[config.mk]
export PLATFORM = sky130hd
export DESIGN_NAME = uart_rx
export DESIGN_NICKNAME = d
export VERILOG_FILES = /design/src/rtl/uart_pkg.sv /design/src/rtl/uart_sync.sv /design/src/rtl/uart_rx.sv
export SDC_FILE = /design/constraint.sdc
export NUM_CORES = 1
export LEC_CHECK = 0
export BUFFER_PORTS_ARGS = -buffer_cell sky130_fd_sc_hd__buf_2
export CORE_MARGIN = 3
export CORE_UTILIZATION = 45
export DETAILED_ROUTE_END_ITERATION = 16
export PLACE_DENSITY = 0.66
export SETUP_SLACK_MARGIN = 0.05
export SYNTH_ARGS = -nofsm -noshare
export SYNTH_HDL_FRONTEND = slang
export SYNTH_HIERARCHICAL = 1
export SYNTH_SLANG_ARGS = --single-unit
[constraint.sdc]
create_clock -name i_rxc -period 1.5 [get_ports i_rxc]
set_input_delay 0.15 -clock i_rxc [delete_from_list [all_inputs] [get_ports i_rxc]]
set_output_delay 0.15 -clock i_rxc [all_outputs]
set_load 0.1 [all_outputs]
[src/rtl/uart_pkg.sv]
// Shared UART definitions: receiver FSM states and the idle line level, common to TX and RX.
package uart_pkg;

  typedef enum logic [1:0] {
    IDLE,
    START,
    DATA,
    STOP
  } rx_state_t;

  localparam logic IDLE_LEVEL = 1'b1;

endpackage

[src/rtl/uart_sync.sv]
// Two-flop synchronizer for asynchronous inputs, with a configurable reset value.
module uart_sync #(
  parameter int unsigned       Width    = 1,
  parameter logic [Width-1:0] ResetVal = '0
) (
  input  logic             i_clk,
  input  logic             i_rst_n,
  input  logic [Width-1:0] i_d,
  output logic [Width-1:0] o_q
);

  logic [Width-1:0] r_meta;
  logic [Width-1:0] r_sync;

  always_ff @(posedge i_clk or negedge i_rst_n) begin
    if (!i_rst_n) begin
      r_meta <= ResetVal;
      r_sync <= ResetVal;
    end else begin
      r_meta <= i_d;
      r_sync <= r_meta;
    end
  end

  assign o_q = r_sync;

endmodule

[src/rtl/uart_rx.sv]
// Oversampling UART receiver (start, SIZE data bits LSB first, stop) with valid/ack holding register.
// Optional stop-bit check and FRAME_ERR port: define UART_RX_FRAME_CHECK_EN.
module uart_rx
  import uart_pkg::*;
#(
  parameter int unsigned SIZE       = 8,
  parameter int unsigned OVERSAMPLE = 16
) (
  input  logic            i_rxc,
  input  logic            i_rst_n,
  input  logic            i_rxd,
  input  logic            i_rx_ack,
  output logic [SIZE-1:0] o_rxdata,
  output logic            o_rx_valid,
  output logic            o_rx_busy,
  output logic            o_rx_overrun
`ifdef UART_RX_FRAME_CHECK_EN
  ,
  output logic            o_frame_err
`endif
);

  localparam int unsigned CntW = $clog2(OVERSAMPLE);
  localparam int unsigned IdxW = $clog2(SIZE) + 1;
  localparam logic [CntW-1:0] CntHalf = CntW'(OVERSAMPLE / 2 - 1);
  localparam logic [CntW-1:0] CntFull = CntW'(OVERSAMPLE - 1);
  localparam logic [IdxW-1:0] IdxLast = IdxW'(SIZE - 1);

  rx_state_t       r_state;
  logic [CntW-1:0] r_cnt;
  logic [IdxW-1:0] r_idx;
  logic [SIZE-1:0] r_shift;
  logic            r_armed;
  logic [SIZE-1:0] r_rxdata;
  logic            r_valid;
  logic            r_busy;
  logic            r_overrun;
`ifdef UART_RX_FRAME_CHECK_EN
  logic            r_frame_err;
`endif

  logic w_line;
  logic w_stop_done;
  logic w_stop_ok;
  logic w_deliver;
  logic w_ack_take;

  uart_sync #(
    .Width    (1),
    .ResetVal (IDLE_LEVEL)
  ) u_sync (
    .i_clk   (i_rxc),
    .i_rst_n (i_rst_n),
    .i_d     (i_rxd),
    .o_q     (w_line)
  );

  assign w_stop_done = (r_state == STOP) && (r_cnt == CntFull);
`ifdef UART_RX_FRAME_CHECK_EN
  assign w_stop_ok   = (w_line == IDLE_LEVEL);
`else
  assign w_stop_ok   = 1'b1;
`endif
  assign w_deliver   = w_stop_done && w_stop_ok;
  assign w_ack_take  = i_rx_ack && r_valid;

  always_ff @(posedge i_rxc or negedge i_rst_n) begin
    if (!i_rst_n) begin
      r_state   <= IDLE;
      r_cnt     <= '0;
      r_idx     <= '0;
      r_shift   <= '0;
      r_armed   <= 1'b0;
      r_rxdata  <= '0;
      r_valid   <= 1'b0;
      r_busy    <= 1'b0;
      r_overrun <= 1'b0;
`ifdef UART_RX_FRAME_CHECK_EN
      r_frame_err <= 1'b0;
`endif
    end else begin
`ifdef UART_RX_FRAME_CHECK_EN
      r_frame_err <= 1'b0;
`endif
      // A same-cycle ack frees the holding register for the incoming word.
      if (w_deliver) begin
        if (!r_valid || i_rx_ack) begin
          r_rxdata <= r_shift;
          r_valid  <= 1'b1;
          if (w_ack_take) begin
            r_overrun <= 1'b0;
          end
        end else begin
          r_overrun <= 1'b1;
        end
      end else if (w_ack_take) begin
        r_valid   <= 1'b0;
        r_overrun <= 1'b0;
      end

      case (r_state)
        IDLE: begin
          if (r_armed && (w_line != IDLE_LEVEL)) begin
            r_state <= START;
            r_cnt   <= '0;
            r_busy  <= 1'b1;
          end else if (w_line == IDLE_LEVEL) begin
            r_armed <= 1'b1;
          end
        end
        START: begin
          if (r_cnt == CntHalf) begin
            if (w_line == IDLE_LEVEL) begin
              // Glitch: start bit vanished before mid-bit; stay armed.
              r_state <= IDLE;
              r_busy  <= 1'b0;
            end else begin
              r_state <= DATA;
              r_cnt   <= '0;
              r_idx   <= '0;
            end
          end else begin
            r_cnt <= r_cnt + 1'b1;
          end
        end
        DATA: begin
          if (r_cnt == CntFull) begin
            r_shift <= {w_line, r_shift[SIZE-1:1]};
            r_cnt   <= '0;
            if (r_idx == IdxLast) begin
              r_state <= STOP;
            end else begin
              r_idx <= r_idx + 1'b1;
            end
          end else begin
            r_cnt <= r_cnt + 1'b1;
          end
        end
        STOP: begin
          if (r_cnt == CntFull) begin
            // Disarm so a held-low line (break) cannot start a new frame.
            r_state <= IDLE;
            r_cnt   <= '0;
            r_armed <= 1'b0;
            r_busy  <= 1'b0;
`ifdef UART_RX_FRAME_CHECK_EN
            if (w_line != IDLE_LEVEL) begin
              r_frame_err <= 1'b1;
            end
`endif
          end else begin
            r_cnt <= r_cnt + 1'b1;
          end
        end
        default: begin
          r_state <= IDLE;
          r_busy  <= 1'b0;
        end
      endcase
    end
  end

  assign o_rxdata     = r_rxdata;
  assign o_rx_valid   = r_valid;
  assign o_rx_busy    = r_busy;
  assign o_rx_overrun = r_overrun;
`ifdef UART_RX_FRAME_CHECK_EN
  assign o_frame_err  = r_frame_err;
`endif

endmodule

**Yosys cells after proc, flatten, opt, wreduce, memory -nomap -nowiden**

Cells that the tools add are included.
Widths: inputs -> output; s select.

- Register bits after elaboration: 32
- Output and inout port bits: 11
- Logic and storage cells: 81

- Add/sub/neg operators: 2
- Equal/unequal tests: 18
- Mux-type cells: 30
- Bitwise logic cells: 1
- Reductions and logical operators: 19

Operators with widths:

| cell | count |
|---|---|
| $mux 4 | 7 |
| $reduce_and 5->1 | 3 |
| $ne 2x2->1 const B | 7 |
| $mux 1 | 12 |
| $mux 2 | 6 |
| $pmux 4 s3 | 1 |
| $add 4x1->4 const B | 2 |
| $eq 4x3->1 const B | 2 |
| $ne 2x1->1 const B | 4 |
| $pmux 2 s4 | 1 |
| $pmux 4 s2 | 1 |
| $reduce_and 2->1 | 4 |
| $reduce_bool 2->1 | 3 |
| $eq 2x2->1 const B | 2 |
| $eq 4x4->1 const B | 1 |
| $reduce_and 4->1 | 1 |
| $logic_and 1x1->1 | 3 |
| $ne 3x3->1 const B | 1 |
| $pmux 1 s3 | 1 |
| $reduce_bool 3->1 | 1 |
| $eq 2x1->1 const B | 1 |
| $logic_not 2->1 | 1 |
| $pmux 1 s2 | 1 |
| $reduce_or 2->1 | 1 |
| 3 further kinds | 3 |

**Longest topological paths before layout**

Gate-level depths: netlist of the first run.

- Depth after elaboration: 4
- Mapped depth: 6

**Hierarchy**

The synthesis of the first run kept the hierarchy.

Modules (own cells, without submodules):

| module | times used | cells each | area an instance (µm²) | sequential area each (µm²) |
|---|---|---|---|---|
| uart_rx | 1 | 116 | 1392.6 | 750.7 |
| uart_sync | 1 | 2 | 52.6 | 52.6 |

**Worst setup path after synthesis of the first run**

Ideal clock, no wire load.

- Kind: reg2reg
- Start: register r_valid, in the netlist o_rx_valid
- End: register r_rxdata[0], in the netlist o_rxdata[0]
- Data arrival time: 1669 ps
- Data required time: 1374 ps
- Path slack: -295 ps
- Stages on the path, launching flop included: 4
- Buffers on the path: 0
- Period minus slack after synthesis: 1795 ps
- Cell sequence: dfrtp_1 > nand2b_1 > nand4_2 > mux2_2

- Cells in the longest elaborated chain, start to end: 3

Ends and longest elaborated chain:

| item | RTL line | RTL |
|---|---|---|
| from (decl) | uart_rx.sv:35 | `logic r_valid;` |
| from (signal assigned) | uart_rx.sv:75 | `r_valid <= 1'b0;` |
| from (signal assigned) | uart_rx.sv:89 | `r_valid <= 1'b1;` |
| from (signal assigned) | uart_rx.sv:97 | `r_valid <= 1'b0;` |
| $logic_not 1->1 | uart_rx.sv:87 | `if (!r_valid \|\| i_rx_ack) begin` |
| $logic_or 1x1->1 | uart_rx.sv:87 |  |
| $reduce_and 2->1 (no source line) | n/a |  |
| to (signal assigned) | uart_rx.sv:88 | `r_rxdata <= r_shift;` |
| to (decl) | uart_rx.sv:34 | `logic [SIZE-1:0] r_rxdata;` |

Every way passes these cells.
A chain may end at the register's enable or synchronous reset.

**Final worst setup path of the first run**

- Start: register r_cnt[0]
- End: register r_idx[3]

- Cells in the longest elaborated chain, start to end: 3
- Elaborated cells between the ends (all ways): 5
- Classes of those cells: eq/ne (4); reduce/logical (1)

Ends and longest elaborated chain:

| item | RTL line | RTL |
|---|---|---|
| from (decl) | uart_rx.sv:30 | `logic [CntW-1:0] r_cnt;` |
| from (signal assigned) | uart_rx.sv:123 | `r_cnt <= r_cnt + 1'b1;` |
| from (signal assigned) | uart_rx.sv:136 | `r_cnt <= r_cnt + 1'b1;` |
| from (signal assigned) | uart_rx.sv:152 | `r_cnt <= r_cnt + 1'b1;` |
| $eq 4x3->1 / $eq 4x4->1 (equally long branches) | uart_rx.sv:112, uart_rx.sv:127 |  |
| $ne 2x2->1 (no source line) | n/a |  |
| $reduce_and 5->1 (no source line) (*) | n/a |  |
| to (signal assigned) | uart_rx.sv:133 | `r_idx <= r_idx + 1'b1;` |
| to (decl) | uart_rx.sv:31 | `logic [IdxW-1:0] r_idx;` |

Mark *: on every way between the ends. The rest lies on a longest branch, timed or not.

==> reports/metrics.yaml, run 1 <==
outcome: "completed"
grt.total_usage_pct: 17.2
dieArea_um2: 3930
crit_required_ns: 1.71
hpwl_um: 2020
yosysMostFrequentCell: "dfrtp_1"
stdcell_area_um2: 2050
die_y_um: 62.7
cts_max_path_buffers: 2
routed_via_density: 5.30
grt_antenna_before_repair: 0
synth_enable_flop_cells: 0
final_hold_viol_count: 0
cp_slowest_cell: "dfrtp_1"
drtAntennaViolNets: 0
die_w_um: 62.7
nets: 170
syn_area_um2: 1450
rr_endpoint: "r_idx[3]$_DFFE_PN0P_"
clk_pin_slew_worst_paths_ns: 0.10
insertion_delay_ns: 0.32
drive_gt1_share_pct: 54.5
synth.area.top_cells: "dfrtp_1 52%, mux2_2 14%, dfstp_2 3.6%"
fin_crit_sh_pct: 98.7
timing.final.ws_setup_ns: 0.0201
dp_cells: 188
grt_setup_unrepaired: "yes"
synth_nets: 124
cts.sinks: 32
wl_per_cell_um: 15.6
yosysSeqAreaShare_pct: 55.6
slew_viol_final: 0
pin_count: 15
r2r_start: "r_cnt[0]$_DFFE_PN0P_"
routed_wl_um: 3220
path_class: "reg -> reg"
crit_path_start_kind: "register"
grt_max_degree: 21
max_slew_margin_pct: 67.7
globalplace.congestion: 0.794
arrival_ns: 1.69
synth.largest_area_cell: "dfrtp_1"
initial_utilization_pct: 49.8
hp-class: "in -> async"
max-cap-violations: 0
rr_worst_depth: 6
yosysWarnings: 6
htree_levels: 2
synth.distinct_cells: 34
tightestPinTransition_ns: 0.487
vias: 1098
yosys.area.top_type_share_pct: 51.9
r2r_slack_ns: 0.02
ir_drop_uv: 986
p_leak_nw: 0.984
syn_to_final_growth_pct: 42.0
grt_first_pass_wirelength_um: 5410
p_per_area_nw_per_um2: 1070
cts_tree: "done"
fp.coreArea_um2: 2900
n_fill_cell: 209
power.total_mw: 2.20
cp_max_fo: 6
fin_worst_skew_ns: 0.00592
grt_overflow: 0
drc: 0
io_buffers: 14
fin_cells: 207
critPathLaunch: "r_cnt[0]$_DFFE_PN0P_"
fmax_ghz: 0.676
place_area_um2: 1740
finalSetupViolCount: 0
synth.avg_cell_area_um2: 12.2
synth_seq_cells: 32
yosys_most_used_dff: "dfrtp_1"
synthArstFlopShare_pct: 100
dp_slack_ns: -0.0523
min_period_ns: 1.48
end_kind: "register"
path_cells: "ha_4 -> nand3_4 -> buf_8 -> nor4_2 -> xnor2_1 -> nor2_1"
multiInputGateArea_um2: 792
crit_path_end: "r_idx[3]$_DFFE_PN0P_"
seq_area_um2: 810
synthCells: 118
ctsRootBufferMaster: "clkbuf_4"
drt_iter0_drc: 27
grt_pass1_vias: 1129
yosys-top-cells-count: "30 x dfrtp_1, 18 x mux2_2, 8 x nor2_1"
antenna_cells: 0
firstDrtPassIters: 4
numCtsBuffers: 5
slowest_delay_ns: 0.41
rows: 19
cell usage in the layout (no fill, tap or decap), types with 3 or more instances in the layout:
| cell type | count |
|---|---|
| nand2_1 | 5 |
| buf_4 | 21 |
| o21ai_0 | 3 |
| mux2_4 | 17 |
| dfrtp_1 | 27 |
| nand3_1 | 3 |
| nor2_1 | 8 |
| buf_2 | 14 |
| dlygate4sd3_1 | 3 |
| nand2b_1 | 3 |
| clkbuf_4 | 5 |
| buf_6 | 4 |
report_power, final:
group / leakage [nW] / total (mW) / switching [mW] / internal (mW)
clock network: 0.0422 / 0.644 / 0.294 / 0.349
logic: 0.522 / 0.585 / 0.278 / 0.307
registers: 0.419 / 0.970 / 0.0561 / 0.913
total: 0.984 / 2.20 / 0.629 / 1.57
repair_timing:
action / in CTS / in global routing
pin swaps: 6 / 9
hold buffers: 3 / 0
cloned: 1 / 0
endpoints found under the hold margin: 14 / 0
setup buffers: 2 / 5
gates resized for setup: 17 / 19
endpoints found under the setup margin: 23 / 25
worst min path at each step:
stage                     startpoint                         end  slack [ns]
after floorplan              i_rst_n  asynchronous set/reset pin       -0.15
after global placement       i_rst_n  asynchronous set/reset pin        0.05
after detailed placement     i_rst_n  asynchronous set/reset pin        0.06
after CTS                    i_rst_n        r_cnt[2]$_DFFE_PN0P_        0.25
after global routing         i_rst_n        r_cnt[2]$_DFFE_PN0P_        0.26
final                        i_rst_n        r_cnt[2]$_DFFE_PN0P_        0.23
cells by family (layout without fill, tap and decap cells):
| logic type | after synthesis | after routing | synth area share [%] |
|---|---|---|---|
| buffers and inverters | 6 | 52 | 1.82 |
| adders and majority gates | 2 | 2 | 1.73 |
| muxes | 18 | 18 | 14.0 |
| AOI/OAI and AO/OA | 19 | 19 | 10.6 |
| and+or+nand+nor | 39 | 40 | 15.1 |
| xor gates and xnor gates | 2 | 2 | 1.21 |
| DFF | 32 | 32 | 55.6 |
state kept, by name, summed over array words and instances, names as in the netlist, named ones only:
signal         cells
u_sync/r_meta      1
o_rx_busy          1
r_state            1
r_shift            8
o_rx_valid         1
r_armed            1
r_idx              4
u_sync/o_q         1
o_rx_overrun       1
r_cnt              4
o_rxdata           8
metal layers:
metal | track usage [%] | part of all wire (%)
met1 | 22.9 | 48
met2 | 28.4 | 48
met3 | 4.68 | 3.3
met4 | 3.31 | 0.68
met5 | 0 | 0
final cells by class:
| type | instances | area share, % |
|---|---|---|
| tap | 42 | 2.56 |
| clock inverter | 2 | 1.71 |
| sequential | 32 | 39.5 |
| clock buffer | 6 | 2.01 |
| multi-input combinational | 81 | 38.6 |
| inverter | 1 | 0.183 |
| timing repair buffer | 43 | 15.5 |
metrics by stage:
step / utilization [%] / hold WS [ns] / setup TNS (ns)
6_report: 70.8 / 0.234 / 0
5_1_grt: 70.8 / 0.258 / -0.484
4_1_cts: 66.7 / 0.246 / 0
3_5_place_dp: 60.1 / 0.0609 / -0.317
3_3_place_gp: 60.1 / 0.0545 / -0.00323
2_1_floorplan: - / -0.146 / -0.0398
worst max-delay path: cells and delay by family, from the launching register on:
kind	cells	cell delay, ns
flops	1	0.41
fa+ha+maj	1	0.18
buf+inv	1	0.15
xor+xnor	1	0.17
simple gates	3	0.46
(Power assumes the default switching activity.)
==> run 2: changes to the inputs <==
--- a/config.mk
+++ b/config.mk
@@ -9,7 +9,6 @@
 export CORE_MARGIN = 3
 export CORE_UTILIZATION = 45
 export DETAILED_ROUTE_END_ITERATION = 16
-export PLACE_DENSITY = 0.66
 export SETUP_SLACK_MARGIN = 0.05
 export SYNTH_ARGS = -nofsm -noshare
 export SYNTH_HDL_FRONTEND = slang
==> constraint.sdc (replaced) <==
create_clock -name i_rxc -period 1.64 [get_ports i_rxc]
set_input_delay 0.164 -clock i_rxc [delete_from_list [all_inputs] [get_ports i_rxc]]
set_output_delay 0.164 -clock i_rxc [all_outputs]
set_load 0.1 [all_outputs]
==> reports/metrics.yaml, run 2 (same netlist as run 1, synthesis figures left out) <==
n_fill_cell: 253  # +21%
max-cap-violations: 0  # unchanged
drt_iter0_drc: 36  # +33%
wl_per_cell_um: 14.1  # -9.2%
ir_drop_uv: 663  # -33%
layout_common_cells: "29 x dfrtp_1, 18 x mux2_2, 14 x buf_2"
dp_slack_ns: -0.101  # -0.0487 ns
critPathLaunch: "r_idx[0]$_DFFE_PN0P_"
p_per_area_nw_per_um2: 987  # -7.9%
r2r_start: "r_idx[0]$_DFFE_PN0P_"
vias: 1013  # -7.7%
hp-start: "i_rx_ack"
tightestPinTransition_ns: 0.709  # +0.222 ns
grt_max_degree: 33  # +57%
min_period_ns: 1.52  # +0.0352 ns
grt_setup_unrepaired: "no"
slew_viol_final: 0  # unchanged
fin_cells: 190  # -8.2%
insertion_delay_ns: 0.32  # about the same
cts.sinks: 32  # unchanged
final_hold_viol_count: 0  # unchanged
fin_worst_skew_ns: 0.00844  # +0.00252 ns
path_class: "reg -> reg"
cp_max_fo: 4  # -2
rows: 19  # unchanged
fmax_ghz: 0.660  # -2.3%
antenna_cells: 0  # unchanged
grt_first_pass_wirelength_um: 4750  # -12%
max_slew_margin_pct: 52.8  # -15 points
grt_pass1_vias: 1020  # -9.7%
grt.total_usage_pct: 15.4  # -1.9 points
ctsRootBufferMaster: "clkbuf_4"
crit_path_start_kind: "register"
fp.coreArea_um2: 2900  # unchanged
htree_levels: 2  # unchanged
die_y_um: 62.7  # unchanged
busiest_layer: "met2"
grt_overflow: 0  # unchanged
cts_tree: "done"
fin_crit_sh_pct: 92.4  # -6.3 points
end_kind: "register"
numCtsBuffers: 5  # unchanged
hpwl_um: 1770  # -12%
dp_cells: 177  # -5.9%
clk_pin_slew_worst_paths_ns: 0.10  # about the same
pin_count: 15  # unchanged
initial_utilization_pct: 49.8  # unchanged
met3_usage_pct: 5.22  # +0.54 points
met2_usage_pct: 23.6  # -4.8 points
nets: 153  # -10%
final_common_cell: "dfrtp_1"
combPwrFrac_pct: 22.5  # -4.1 points
cts_max_path_buffers: 2  # unchanged
firstDrtPassIters: 4  # unchanged
timing.final.ws_setup_ns: 0.125  # +0.105 ns
die_w_um: 62.7  # unchanged
syn_to_final_growth_pct: 22.9
io_buffers: 14  # unchanged
arrival_ns: 1.73  # +0.04 ns
drive_gt1_share_pct: 44.6  # -10 points
crit_required_ns: 1.86  # +0.15 ns
hp-class: "in -> reg"
met1_usage_pct: 20.4  # -2.4 points
p_leak_nw: 0.845  # -14%
finalSetupViolCount: 0  # unchanged
routed_wl_um: 2690  # -17%
power.internal_mw: 1.23  # -22%
p_clk_share_pct: 27.1  # -2.2 points
outcome: "completed"
seqPwrFrac_pct: 50.4  # +6.3 points
routed_via_density: 5.33  # +0.51%
drtAntennaViolNets: 0  # unchanged
swShare_pct: 29.9  # +1.3 points
drc: 0  # unchanged
r2r_slack_ns: 0.12  # +0.10 ns
globalplace.congestion: 0.843  # +6.2%
dieArea_um2: 3930  # unchanged
p_sw_mw: 0.524  # -17%
grt_antenna_before_repair: 0  # unchanged
[run 2: cell count changes in the layout (fill, tap and decap cells not counted), moves of 2 or more]
cell      delta
buf_6        -4
buf_4       -11
nor4_2       -2
mux2_2      +17
mux2_4      -17
dfrtp_1      +2
nand2b_4     -2
[run 2: final timing paths]
check                                     endpoint  depth (start not counted)
setup / recovery              r_idx[0]$_DFFE_PN0P_                          5
hold / removal              o_rx_overrun$_DFF_PN0_                          2
setup reg to reg              r_idx[0]$_DFFE_PN0P_                          5
hold reg to reg               u_sync/o_q$_DFF_PN1_                          0
max in group asynchronous   o_rx_valid$_DFFE_PN0P_                          2
min in group asynchronous  o_rxdata[0]$_DFFE_PN0P_                          2
[run 2: stage by stage]
step | total power [mW] | util (%) | area (µm²) | setup TNS (ns) | hold WS [ns]
floorplan | 1.10 | - | 1460 | 0 | -0.132
global placement | 1.20 | 55.9 | 1620 | -0.206 | 0.240
detailed placement | 1.20 | 55.9 | 1620 | -0.842 | 0.253
CTS | 1.70 | 59.6 | 1730 | 0 | 0.00661
global route | 1.86 | 61.3 | 1780 | 0 | 0.00942
finish | 1.75 | 61.3 | 1780 | 0 | 0.0195
[run 2: final cells by class]
cell class / instances / area [µm²] / share of cell area [%]
clock inverter: 1 / 7.51 / 0.423
tap: 42 / 52.6 / 2.96
clock buffer: 7 / 55.1 / 3.10
inverter: 1 / 3.75 / 0.211
sequential: 32 / 805 / 45.3
timing repair buffer: 26 / 165 / 9.30
multi-input combinational: 81 / 688 / 38.7
[run 2: worst max-delay path: stages (launching register included)]
cell and delay (ns):
dfrtp_1 0.43, ha_1 0.22, nor2b_2 0.19, a21oi_2 0.20, o22ai_1 0.13, a22o_1 0.25
[run 2: metal layers]
metal	share of wire, %	vias to the layer above
met2	46	22
met4	1.2	0
met3	4.2	5
met5	0	-
li1	-	487
met1	49	499
[run 2: power groups by stage]
stage	clock, mW	combinational [mW]	sequential [mW]
6_report	0.474	0.395	0.884
5_1_grt	0.525	0.443	0.891
4_1_cts	0.488	0.331	0.876
3_5_place_dp	0	0.316	0.888
3_3_place_gp	0	0.311	0.884
2_1_floorplan	0	0.192	0.905
[run 2: repair_timing]
action                                 CTS  global route
cloned                                   1             0
gates resized for setup                  5             8
hold buffers                             2             0
buffers inserted                         0             2
setup endpoints to repair               15            16
pin swaps                                1             0
endpoints found under the hold margin   31             0
